==> src/rtl/acc_alu.sv <==
// rtl/acc_alu.sv - accumulator ALU with single-cycle logic/arith ops, serial shifts and optional serial multiply
//
// Purpose: executes one opcode per accepted start against a registered accumulator.
//          Add/sub/logic/load ops finish in one edge. Shifts by k>=1 step one bit per edge.
//          Multiply (when built in) does one shift-add partial product per edge.
// Build option: define ACC_ALU_MUL_EN to include opcode 0011 (MUL) and its registers;
//               without it 0011 is a NOP.
// Ports:
//   clk      - single clock, rising edge
//   reset    - synchronous, active-high
//   start    - execute alu_ctrl on rd_data (ignored while busy)
//   alu_ctrl - 4-bit opcode, sampled with start
//   rd_data  - operand, or shift amount in the low log2(WIDTH) bits
//   acc_out  - registered accumulator
//   carry    - registered carry/borrow flag
//   zero     - registered, 1 when acc_out == 0
//   busy     - multi-cycle operation in progress (state != IDLE)
//   done     - one-cycle pulse after each accepted operation completes
module acc_alu #(
    parameter int WIDTH = 8
) (
    input  logic             clk,
    input  logic             reset,
    input  logic             start,
    input  logic [3:0]       alu_ctrl,
    input  logic [WIDTH-1:0] rd_data,
    output logic [WIDTH-1:0] acc_out,
    output logic             carry,
    output logic             zero,
    output logic             busy,
    output logic             done
);

    localparam int SW = $clog2(WIDTH);
    // One extra bit so the counter can hold WIDTH for the multiply
    localparam int CW = SW + 1;

    localparam logic [3:0] OP_MUL  = 4'b0011;
    localparam logic [3:0] OP_SHL  = 4'b0100;
    localparam logic [3:0] OP_SHR  = 4'b0101;
    localparam logic [3:0] OP_ROL  = 4'b0110;
    localparam logic [3:0] OP_ASR  = 4'b0111;
    localparam logic [3:0] OP_ADD  = 4'b1000;
    localparam logic [3:0] OP_SUB  = 4'b1001;
    localparam logic [3:0] OP_ADC  = 4'b1010;
    localparam logic [3:0] OP_SBB  = 4'b1011;
    localparam logic [3:0] OP_AND  = 4'b1100;
    localparam logic [3:0] OP_OR   = 4'b1101;
    localparam logic [3:0] OP_XOR  = 4'b1110;
    localparam logic [3:0] OP_LOAD = 4'b1111;

    // Low two opcode bits select the shift flavour
    localparam logic [1:0] SH_SHL = 2'b00;
    localparam logic [1:0] SH_SHR = 2'b01;
    localparam logic [1:0] SH_ROL = 2'b10;

`ifdef ACC_ALU_MUL_EN
    typedef enum logic [1:0] {IDLE, SHIFT, MUL} state_t;
`else
    typedef enum logic [1:0] {IDLE, SHIFT} state_t;
`endif

    state_t           state, state_n;
    logic [WIDTH-1:0] acc_n;
    logic             carry_n;
    logic             done_n;
    logic [CW-1:0]    cnt, cnt_n;
    logic [1:0]       sop, sop_n;
    logic [WIDTH:0]   ext;
    logic [WIDTH-1:0] sh_acc;
    logic             sh_c;
    logic [SW-1:0]    amt;

`ifdef ACC_ALU_MUL_EN
    logic [WIDTH-1:0]   mcand, mcand_n;
    logic [2*WIDTH-1:0] prod, prod_n;
    logic [WIDTH:0]     psum;
`endif

    assign amt  = rd_data[SW-1:0];
    assign busy = (state != IDLE);

    // One step of the latched shift flavour applied to the current accumulator
    always_comb begin
        sh_acc = acc_out;
        sh_c   = carry;
        case (sop)
            SH_SHL: begin
                sh_c   = acc_out[WIDTH-1];
                sh_acc = {acc_out[WIDTH-2:0], 1'b0};
            end
            SH_SHR: begin
                sh_c   = acc_out[0];
                sh_acc = {1'b0, acc_out[WIDTH-1:1]};
            end
            SH_ROL: begin
                // Carry mirrors the bit that wraps into bit 0
                sh_c   = acc_out[WIDTH-1];
                sh_acc = {acc_out[WIDTH-2:0], acc_out[WIDTH-1]};
            end
            default: begin
                sh_c   = acc_out[0];
                sh_acc = {acc_out[WIDTH-1], acc_out[WIDTH-1:1]};
            end
        endcase
    end

    always_comb begin
        state_n = state;
        acc_n   = acc_out;
        carry_n = carry;
        cnt_n   = cnt;
        sop_n   = sop;
        done_n  = 1'b0;
        ext     = '0;
`ifdef ACC_ALU_MUL_EN
        mcand_n = mcand;
        prod_n  = prod;
        psum    = '0;
`endif
        case (state)
            IDLE: begin
                if (start) begin
                    // Single-cycle by default; multi-cycle ops withdraw done below
                    done_n = 1'b1;
                    case (alu_ctrl)
                        OP_ADD: begin
                            ext     = {1'b0, acc_out} + {1'b0, rd_data};
                            acc_n   = ext[WIDTH-1:0];
                            carry_n = ext[WIDTH];
                        end
                        OP_ADC: begin
                            ext     = {1'b0, acc_out} + {1'b0, rd_data} + {{WIDTH{1'b0}}, carry};
                            acc_n   = ext[WIDTH-1:0];
                            carry_n = ext[WIDTH];
                        end
                        OP_SUB: begin
                            // Top bit of the widened difference is the unsigned borrow
                            ext     = {1'b0, acc_out} - {1'b0, rd_data};
                            acc_n   = ext[WIDTH-1:0];
                            carry_n = ext[WIDTH];
                        end
                        OP_SBB: begin
                            ext     = {1'b0, acc_out} - {1'b0, rd_data} - {{WIDTH{1'b0}}, carry};
                            acc_n   = ext[WIDTH-1:0];
                            carry_n = ext[WIDTH];
                        end
                        OP_AND:  acc_n = acc_out & rd_data;
                        OP_OR:   acc_n = acc_out | rd_data;
                        OP_XOR:  acc_n = acc_out ^ rd_data;
                        OP_LOAD: acc_n = rd_data;
                        OP_SHL, OP_SHR, OP_ROL, OP_ASR: begin
                            // Zero-length shifts finish here with nothing changed
                            if (amt != '0) begin
                                state_n = SHIFT;
                                cnt_n   = {1'b0, amt};
                                sop_n   = alu_ctrl[1:0];
                                done_n  = 1'b0;
                            end
                        end
`ifdef ACC_ALU_MUL_EN
                        OP_MUL: begin
                            state_n = MUL;
                            cnt_n   = CW'(WIDTH);
                            mcand_n = acc_out;
                            prod_n  = {{WIDTH{1'b0}}, rd_data};
                            done_n  = 1'b0;
                        end
`endif
                        default: ;
                    endcase
                end
            end
            SHIFT: begin
                acc_n   = sh_acc;
                carry_n = sh_c;
                cnt_n   = cnt - CW'(1);
                if (cnt == CW'(1)) begin
                    state_n = IDLE;
                    done_n  = 1'b1;
                end
            end
`ifdef ACC_ALU_MUL_EN
            MUL: begin
                // Right-shifting shift-add: the multiplier drains out of the low half
                // while the product accumulates in the high half.
                psum   = {1'b0, prod[2*WIDTH-1:WIDTH]} + {1'b0, (prod[0] ? mcand : {WIDTH{1'b0}})};
                prod_n = {psum, prod[WIDTH-1:1]};
                cnt_n  = cnt - CW'(1);
                if (cnt == CW'(1)) begin
                    state_n = IDLE;
                    done_n  = 1'b1;
                    acc_n   = prod_n[WIDTH-1:0];
                    carry_n = |prod_n[2*WIDTH-1:WIDTH];
                end
            end
`endif
            default: state_n = IDLE;
        endcase
    end

    always_ff @(posedge clk) begin
        if (reset) begin
            state   <= IDLE;
            acc_out <= '0;
            carry   <= 1'b0;
            zero    <= 1'b1;
            done    <= 1'b0;
            cnt     <= '0;
            sop     <= '0;
`ifdef ACC_ALU_MUL_EN
            mcand   <= '0;
            prod    <= '0;
`endif
        end else begin
            state   <= state_n;
            acc_out <= acc_n;
            carry   <= carry_n;
            zero    <= (acc_n == '0);
            done    <= done_n;
            cnt     <= cnt_n;
            sop     <= sop_n;
`ifdef ACC_ALU_MUL_EN
            mcand   <= mcand_n;
            prod    <= prod_n;
`endif
        end
    end

endmodule

==> config.mk <==
export PLATFORM = sky130hd
export DESIGN_NAME = acc_alu
export DESIGN_NICKNAME = d
export VERILOG_FILES = /design/src/rtl/acc_alu.sv
export SDC_FILE = /design/constraint.sdc
export NUM_CORES = 1
export LEC_CHECK = 0
export ABC_AREA = 1
export CORE_MARGIN = 5
export CORE_UTILIZATION = 60
export CTS_BUF_LIST = sky130_fd_sc_hd__clkbuf_2
export DETAILED_ROUTE_END_ITERATION = 8
export PLACE_DENSITY = 0.84
export SKIP_CTS_REPAIR_TIMING = 1
export SYNTH_ARGS = -nofsm -noshare
export SYNTH_HDL_FRONTEND = slang
export SYNTH_SLANG_ARGS = --single-unit
==> constraint.sdc <==
create_clock -name clk -period 2.8 [get_ports clk]
set_input_delay 0.42 -clock clk [delete_from_list [all_inputs] [get_ports clk]]
set_output_delay 0.42 -clock clk [all_outputs]
set_load 0.05 [all_outputs]
After elaboration in Yosys (flattened, before gate mapping). Cells that the tools add are included.

Add/sub/neg operators: 5. Equal/unequal tests: 21. Multiplexer cells: 22. Bitwise gates (word level): 3. Reductions and logical operators: 12.

Operators by type and width (number): 8-bit case mux with 8 select lines (1); 4-bit == test (second input constant) (8); 8-bit case mux with 3 select lines (1); 4-bit by 3-bit == test with 1-bit output (second input constant) (4); 8-bit case mux with 2 select lines (1); 4-bit two-way mux (3); 4-bit AND reduction (3); 8-bit by 8-bit adder with 9-bit output (1); 9-bit by 1-bit adder with 9-bit output (1); 8-bit by 8-bit subtractor with 9-bit output (1); 9-bit by 1-bit subtractor with 9-bit output (1); 8-bit bitwise AND (1); 8-bit logical NOT (1); 2-bit two-way mux (4); 8-bit two-way mux (1); 8-bit bitwise OR (1); 4-bit case mux with 2 select lines (1); 8-bit XOR (1); 1-bit two-way mux (6); 2-bit inequality test (second input constant) (3); 5-bit by 1-bit inequality test with 1-bit output (second input constant) (1); 2-bit by 1-bit == test with 1-bit output (second input constant) (2); 4-bit by 1-bit == test with 1-bit output (second input constant) (1); 2-bit logical NOT (2); 11 further kinds (13).

Register bits after elaboration: 19. Output and inout bits: 12. Logic and storage cells: 70.

Longest topological paths before layout. Gate-level depths: netlist (run 1).

Depth after elaboration: 6. Gate-level depth with buffers: 19. Depth with buffers taken out: 18.

Worst setup path before layout (run 1). OpenSTA, ideal clock, no wires.

Path kind: reg-to-reg. From: register acc_out[0]. To: register zero. Library setup time: 58 ps. Arrival: 2603 ps. Required time: 2742 ps. Path slack: 139 ps. Cell stages (with the launch flop): 18. Period minus slack after synthesis: 2661 ps. Cell sequence: dfxtp_1 -> inv_1 -> ha_1 -> fa_1 -> ha_1 -> inv_1 -> nor2_2 -> inv_2 -> a21oi_1 -> nor2_1 -> nand4_1 -> a21oi_1 -> nand2_1 -> nor2_1 -> nand2_1 -> nor2_1 -> nand3_1 -> nand2_1.

Longest elaborated chain between the ends: 6. Elaborated cells on any way between the ends: 12. Classes of those cells: 4 x add/sub; 4 x mux; 3 x bitwise; 1 x reduce/logical.

Ends and longest elaborated chain: from (decl) (RTL line 27) `output logic [WIDTH-1:0] acc_out,`; from (signal assigned) (RTL line 217) `acc_out <= acc_n;`; 8-bit by 8-bit subtractor with 9-bit output or 8-bit by 8-bit adder with 9-bit output (tied branches); 9-bit by 1-bit subtractor with 9-bit output or 9-bit by 1-bit adder with 9-bit output (tied branches) (RTL line 144, 133); 8-bit case mux with 8 select lines (RTL line 126) `case (alu_ctrl)`; 8-bit two-way mux (RTL line 123) `if (start) begin`; 8-bit case mux with 2 select lines (*) (RTL line 121) `case (state)`; 8-bit logical NOT (*) (RTL line 219) `zero <= (acc_n == '0);`; to (signal assigned) (RTL line 219); to (decl) (RTL line 29) `output logic zero,`.

Mark *: on every way between the ends. The rest lies on a longest branch, timed or not. A chain may end at the register's enable or synchronous reset.

Worst setup path after layout (run 1).
From: input rd_data[1]. To: register zero.

Longest elaborated chain between the ends: 6. Elaborated cells on any way between the ends: 11. Classes of those cells: 4 x add/sub; 3 x mux; 3 x bitwise; 1 x reduce/logical.

Ends and longest elaborated chain: from (decl) (RTL line 26) `input logic [WIDTH-1:0] rd_data,`; 8-bit by 8-bit subtractor with 9-bit output or 8-bit by 8-bit adder with 9-bit output (tied branches); 9-bit by 1-bit subtractor with 9-bit output or 9-bit by 1-bit adder with 9-bit output (tied branches) (RTL line 144, 133); 8-bit case mux with 8 select lines (*) (RTL line 126); 8-bit two-way mux (*) (RTL line 123); 8-bit case mux with 2 select lines (*) (RTL line 121); 8-bit logical NOT (*) (RTL line 219).

Marks and branches as above.

==> results_dict.tcl, run 1 <==
set metrics [dict create \
    async_reset_ff_frac 0 \
    worstPathMaxFanout 4 \
    critPathLaunchType "input pin" \
    switching_share 0.486 \
    hpwl_um 7990 \
    placedCellCount 602 \
    ys.flop_type "dfxtp_1" \
    hold_path.class "register to register" \
    report.final.slew_viol_count 0 \
    die_height_um 78.1 \
    final_cell_mix "nand2_1, inv_1, buf_4, nand3_1, nor2_1" \
    synth_cell_types 36 \
    synth-compound-area-share 0.178 \
    yosysWarnings 0 \
    finalSetupViolCount 0 \
    cts_max_path_buffers 2 \
    globalRouteMet2Util 0.507 \
    nNetsFinal 604 \
    synth_edf_count 0 \
    gr-usage-met1 0.410 \
    port_buffers 26 \
    critPathCaptureType "register" \
    synthMuxAreaShare 0 \
    critPathArrivalTime_ns 2.93 \
    drc 0 \
    critPathKind "input pin to register" \
    worstPathRequired_ns 3.07 \
    antenna_left 0 \
    critPathTopFamily "simple AND/OR/NAND/NOR gates" \
    irDropWorstVdd_mv 0.377 \
    grt_max_degree 19 \
    min_period_over_period 0.949 \
    power.leakage_nw 1.77 \
    rows 24 \
    first_global_vias 3268 \
    synth-seq-cells 18 \
    drt_first_pass_iters 5 \
    clkPwrFrac 0.103 \
    combPwrFrac 0.629 \
    ioPinCount 27 \
    synth.avg_cell_area_um2 5.75 \
    routed_wl_um 9800 \
    netlist_instances 484 \
    drt-wirelength-per-cell_um 16.1 \
    synth_adder_area_share 0.149 \
    cts_tree "yes" \
    fmax_mhz 376 \
    synth-simple-area-share 0.410 \
    max_stage_delay_ns 0.53 \
    gp_congestion 1.04 \
    crit_top_cell "nand2_1" \
    grt_overflow 0 \
    seqPwrFrac 0.268 \
    skew_ns 0.0149 \
    ys_seq_area_frac 0.129 \
    initial_core_util 0.631 \
    p_per_area_nw_per_um2 317 \
    syn_nets 531 \
    clk_pin_slew_ns 0.18 \
    cts.sinks 18 \
    die_width_um 78.1 \
    grt_usage 0.309 \
    power_mw 1.12 \
    via_per_inst 5.94 \
    final_layout_size_suffix_gt1_frac 0.196 \
    tightest_slew_ns 0.513 \
    min_path_cells 2 \
    syn_area_um2 2780 \
    p_int_mw 0.577 \
    die_area_um2 6100 \
    path_cells "clkdlybuf4s50_1 -> inv_2 -> fa_1 -> inv_1 -> ha_1 -> nand2_1 -> and3_1 -> nand3_1 -> nand2_1 -> nand2_1 -> nor2_1 -> nand2_1 -> nor2_1 -> nand2_1 -> nor2_1 -> nand3_1 -> nand2_1" \
    insertion_delay_ns 0.33 \
    top_usage_layer "met2" \
    antenna_found_initial 0 \
    numCtsBuffers 3 \
    synthXorXnorAreaFrac 0.00315 \
    areaGrowthSynthToFinish_pct 27.1 \
    globalRouteMet3Util 0.0458 \
    reg2reg_depth 17 \
    hold_viol_final 0 \
    path_depth 17 \
    core_um2 4410 \
    vias 3614 \
    cts_max_level 1 \
    maxCapViolCount 0 \
    synth_top_family_by_area "simple AND/OR/NAND/NOR gates" \
    slew_headroom 0.657 \
    final_common_cell "nand2_1" \
    final_cell_count_no_fill 608 \
    status "completed" \
    p_switching_mw 0.545 \
    cts_root_buffer "clkbuf_2" \
    grt_pass1_wl_um 15500 \
    slowest_stage "fa_1" \
    cp_num_buf_inv 3 \
    diodes 0 \
    first_iter_violations 346 \
    post-route-min-period_ns 2.66 \
]
worst min-delay path, cell delays in order, from the launching register on:
cell     delay, ns
dfxtp_1       0.40
nand2_1       0.09
a21oi_1       0.05
metal layers:
layer  up-vias  part of all wire
met5         -                 0
met3        32             0.099
met1      1641              0.40
met4         0             0.030
li1       1725                 -
met2       216              0.47
stage by stage:
step                      hold WS (ns)  utilization  cell area [µm²]  setup slack [ns]    TNS (ns)
after CTS                        0.509        0.780             3440        -0.0000329  -0.0000329
after global routing             0.577        0.801             3540           -0.0771     -0.0771
after floorplan                  0.455            -             2780             0.139           0
after detailed placement         0.488        0.776             3420            -0.345       -1.58
after global placement           0.471        0.776             3420            -0.223      -0.869
final                            0.560        0.801             3540             0.143           0
Yosys cell counts, types with 2 or more instances:
master | number | share of area
nand2_2 | 12 | 0.027
a211oi_1 | 3 | 0.0081
inv_1 | 75 | 0.10
nor2_2 | 3 | 0.0067
o21ai_0 | 29 | 0.052
buf_4 | 3 | 0.0081
nand4_1 | 9 | 0.020
or2_0 | 2 | 0.0045
o21ai_1 | 2 | 0.0036
dfxtp_1 | 18 | 0.13
o22ai_1 | 5 | 0.011
nor3_1 | 8 | 0.014
nand3_2 | 4 | 0.014
nand3_1 | 48 | 0.086
ha_1 | 30 | 0.13
a21oi_2 | 2 | 0.0063
clkbuf_1 | 5 | 0.0067
fa_1 | 2 | 0.014
nand2_1 | 111 | 0.15
nor2_1 | 48 | 0.065
inv_2 | 8 | 0.011
a21oi_1 | 42 | 0.076
o221ai_1 | 2 | 0.0063
power groups by stage:
stage	Combinational [mW]	Sequential (mW)	Clock [mW]
after detailed placement	0.660	0.304	0
after floorplan	0.373	0.341	0
after CTS	0.663	0.299	0.116
after global routing	0.769	0.303	0.131
final	0.706	0.301	0.116
after global placement	0.642	0.302	0
sequential cells by signal (all words and copies together) (netlist names):
signal / cells
acc_out: 8
zero: 1
sop: 2
done: 1
carry: 1
state: 1
cnt: 4
cell families (layout without fill, tap and decap cells):
| kind of cell | after synthesis | after routing |
|---|---|---|
| buffers and inverters | 92 | 164 |
| xor gates and xnor gates | 1 | 1 |
| and+or+nand+nor | 252 | 252 |
| adders and majority gates | 32 | 32 |
| AOI/OAI and AO/OA | 89 | 89 |
| DFF | 18 | 18 |
worst paths after layout:
kind | startpoint | endpoint | slack [ns]
worst max-delay path | rd_data[1] | zero | 0.14
worst min-delay path | carry | carry | 0.56
worst max register to register | acc_out[0] | zero | 0.17
worst min register to register | carry | carry | 0.56
final cells by class:
| class | count | area [µm²] |
|---|---|---|
| Clock buffer | 3 | 15.0 |
| Clock inverter | 1 | 3.75 |
| Fill cell | 319 | 877 |
| Inverter | 83 | 312 |
| Multi-Input combinational cell | 374 | 2130 |
| Sequential cell | 18 | 365 |
| Tap cell | 52 | 65.1 |
| Timing Repair Buffer | 77 | 646 |
Power figures use the tool's default switching activity.
==> inputs of run 2 (changes only) <==
--- a/config.mk
+++ b/config.mk
@@ -10,6 +10,7 @@
 export CORE_UTILIZATION = 60
 export CTS_BUF_LIST = sky130_fd_sc_hd__clkbuf_2
 export DETAILED_ROUTE_END_ITERATION = 8
+export GPL_ROUTABILITY_DRIVEN = 0
 export PLACE_DENSITY = 0.84
 export SKIP_CTS_REPAIR_TIMING = 1
 export SYNTH_ARGS = -nofsm -noshare
==> run 2 against run 1 <==
Sequential power is essentially flat; hold slack lost 0.051 ns; die area is the same; clock power shrank 8%; combinational power is essentially flat; clock skew grew 0.0032 ns; global-route usage shrank 1.4 points; highest routed layer unchanged.
==> results_dict.tcl, run 2 (synthesis results as in run 1) <==
set metrics [dict create \
    status "completed" \
    drt_first_pass_iters 7 \
    final_cell_mix "nand2_1, inv_1, nor2_1, nand3_1, buf_4" \
    top_regs "acc_out (8), cnt (4), sop (2)" \
    initial_core_util 0.631 \
    via_per_inst 6.03 \
    final_common_cell "nand2_1" \
    slew_headroom 0.655 \
    utilization 0.794 \
    power.leakage_nw 1.77 \
    hold_viol_final 0 \
    routed_wl_um 9620 \
    grt_pass1_wl_um 15000 \
    maxCapViolCount 0 \
    pre_cts_ws_ns -0.312 \
    grt_overflow 0 \
    diodes 0 \
    clk_pin_slew_ns 0.17 \
    fmax_mhz 368 \
    antenna_found_initial 0 \
    crit_top_cell "nand2_1" \
    critPathLaunchType "input pin" \
    setup_ws_ns 0.0857 \
    critPathKind "input pin to register" \
    tightest_slew_ns 0.516 \
    die_height_um 78.1 \
    cts_root_buffer "clkbuf_2" \
    critPathArrivalTime_ns 2.95 \
    critPathCaptureType "register" \
    port_buffers 26 \
    skew_ns 0.0181 \
    insertion_delay_ns 0.30 \
    worstPathMaxFanout 4 \
    largest_reg_flops 8 \
    max_stage_delay_ns 0.51 \
    vias 3641 \
    grt_max_degree 19 \
    irDropWorstVdd_mv 0.355 \
    cts_max_path_buffers 2 \
    min_period_over_period 0.969 \
    cts_tree "yes" \
    areaGrowthSynthToFinish_pct 25.9 \
    rows 24 \
    post-route-min-period_ns 2.71 \
    cts_max_level 1 \
    hpwl_um 7680 \
    report.final.slew_viol_count 0 \
    p_per_area_nw_per_um2 316 \
    die_width_um 78.1 \
    numCtsBuffers 3 \
    antenna_left 0 \
    worstPathRequired_ns 3.04 \
    finalSetupViolCount 0 \
    nNetsFinal 600 \
    path_cells "clkdlybuf4s50_1 -> inv_1 -> buf_4 -> ha_1 -> a21oi_4 -> nand2_2 -> nand2_1 -> nand2_1 -> nand2_1 -> nand3b_1 -> nor2_1 -> nand3_1 -> a21oi_2 -> nand2_1 -> nor2_1 -> nand3_1 -> nand2_1" \
    hold_path.class "register to register" \
    ioPinCount 27 \
    cts.sinks 18 \
    first_global_vias 3328 \
    first_iter_violations 396 \
    regMostFlops "acc_out" \
    fin_setup_tns_ns 0 \
    slowest_stage "clkdlybuf4s50_1" \
    die_area_um2 6100 \
    drc 0 \
    drt-wirelength-per-cell_um 15.9 \
    final_layout_size_suffix_gt1_frac 0.179 \
    fillers 322 \
    grt_usage 0.296 \
    core_um2 4410 \
]
run 2: cell types whose count changed in the layout (fill, tap and decap cells not counted), sizes merged:
cell           previous run  this run
clkdlybuf4s50            25        24
buf                      51        47
dlymetal6s2s              1         2
run 2: power breakdown:
group	internal (mW)	total, mW	switching (mW)
Sequential	0.275	0.298	0.0233
Clock	0.0310	0.107	0.0763
Combinational	0.267	0.703	0.436
Total	0.573	1.11	0.535
run 2: worst paths after layout:
kind / from / endpoint / slack, ns / depth (start not counted)
worst max-delay path: rd_data[2] / zero / 0.09 / 17
worst min-delay path: sop[1] / sop[1] / 0.51 / 2
worst max register to register: acc_out[0] / zero / 0.17 / 16
worst min register to register: sop[1] / sop[1] / 0.51 / 2
run 2: per-stage QoR:
stage | instances | hold WS (ns) | cell area [µm²] | total power, mW
final | 604 | 0.509 | 3500 | 1.11
after global routing | 604 | 0.526 | 3500 | 1.19
after CTS | 603 | 0.510 | 3420 | 1.07
after detailed placement | 599 | 0.488 | 3400 | 0.955
after global placement | 599 | 0.478 | 3400 | 0.933
after floorplan | 484 | 0.455 | 2780 | 0.714
run 2: cell type report:
cell class	count	area (µm²)	area share
clock buffer	3	15.0	0.00428
tap	52	65.1	0.0186
clock inverter	1	3.75	0.00107
multi-input combinational	374	2130	0.607
sequential	18	365	0.104
inverter	83	312	0.0889
timing repair buffer	73	618	0.176
run 2: worst max-delay path: cells and delay by family:
kind / cells / cell delay [ns]
adders and majority gates: 1 / 0.29
AOI/OAI and AO/OA: 2 / 0.43
buffers and inverters: 3 / 0.78
and+or+nand+nor: 11 / 1.03
run 2: per-layer routing:
| metal | GRT usage | vias to the layer above | part of all wire | wire length (µm) |
|---|---|---|---|---|
| met3 | 0.0435 | 46 | 0.11 | 1020 |
| met2 | 0.479 | 236 | 0.46 | 4390 |
| met4 | 0.110 | 0 | 0.042 | 407 |
| met1 | 0.395 | 1648 | 0.40 | 3800 |
| li1 | - | 1711 | - | - |
| met5 | 0 | - | 0 | 0 |
==> inputs of run 3 (changes only) <==
--- a/config.mk
+++ b/config.mk
@@ -13,6 +13,7 @@
 export GPL_ROUTABILITY_DRIVEN = 0
 export PLACE_DENSITY = 0.84
 export SKIP_CTS_REPAIR_TIMING = 1
+export SLEW_MARGIN = 40
 export SYNTH_ARGS = -nofsm -noshare
 export SYNTH_HDL_FRONTEND = slang
 export SYNTH_SLANG_ARGS = --single-unit
==> results of run 3 <==
Same layout as run 2: the final DEF is identical, and so are final timing and power.
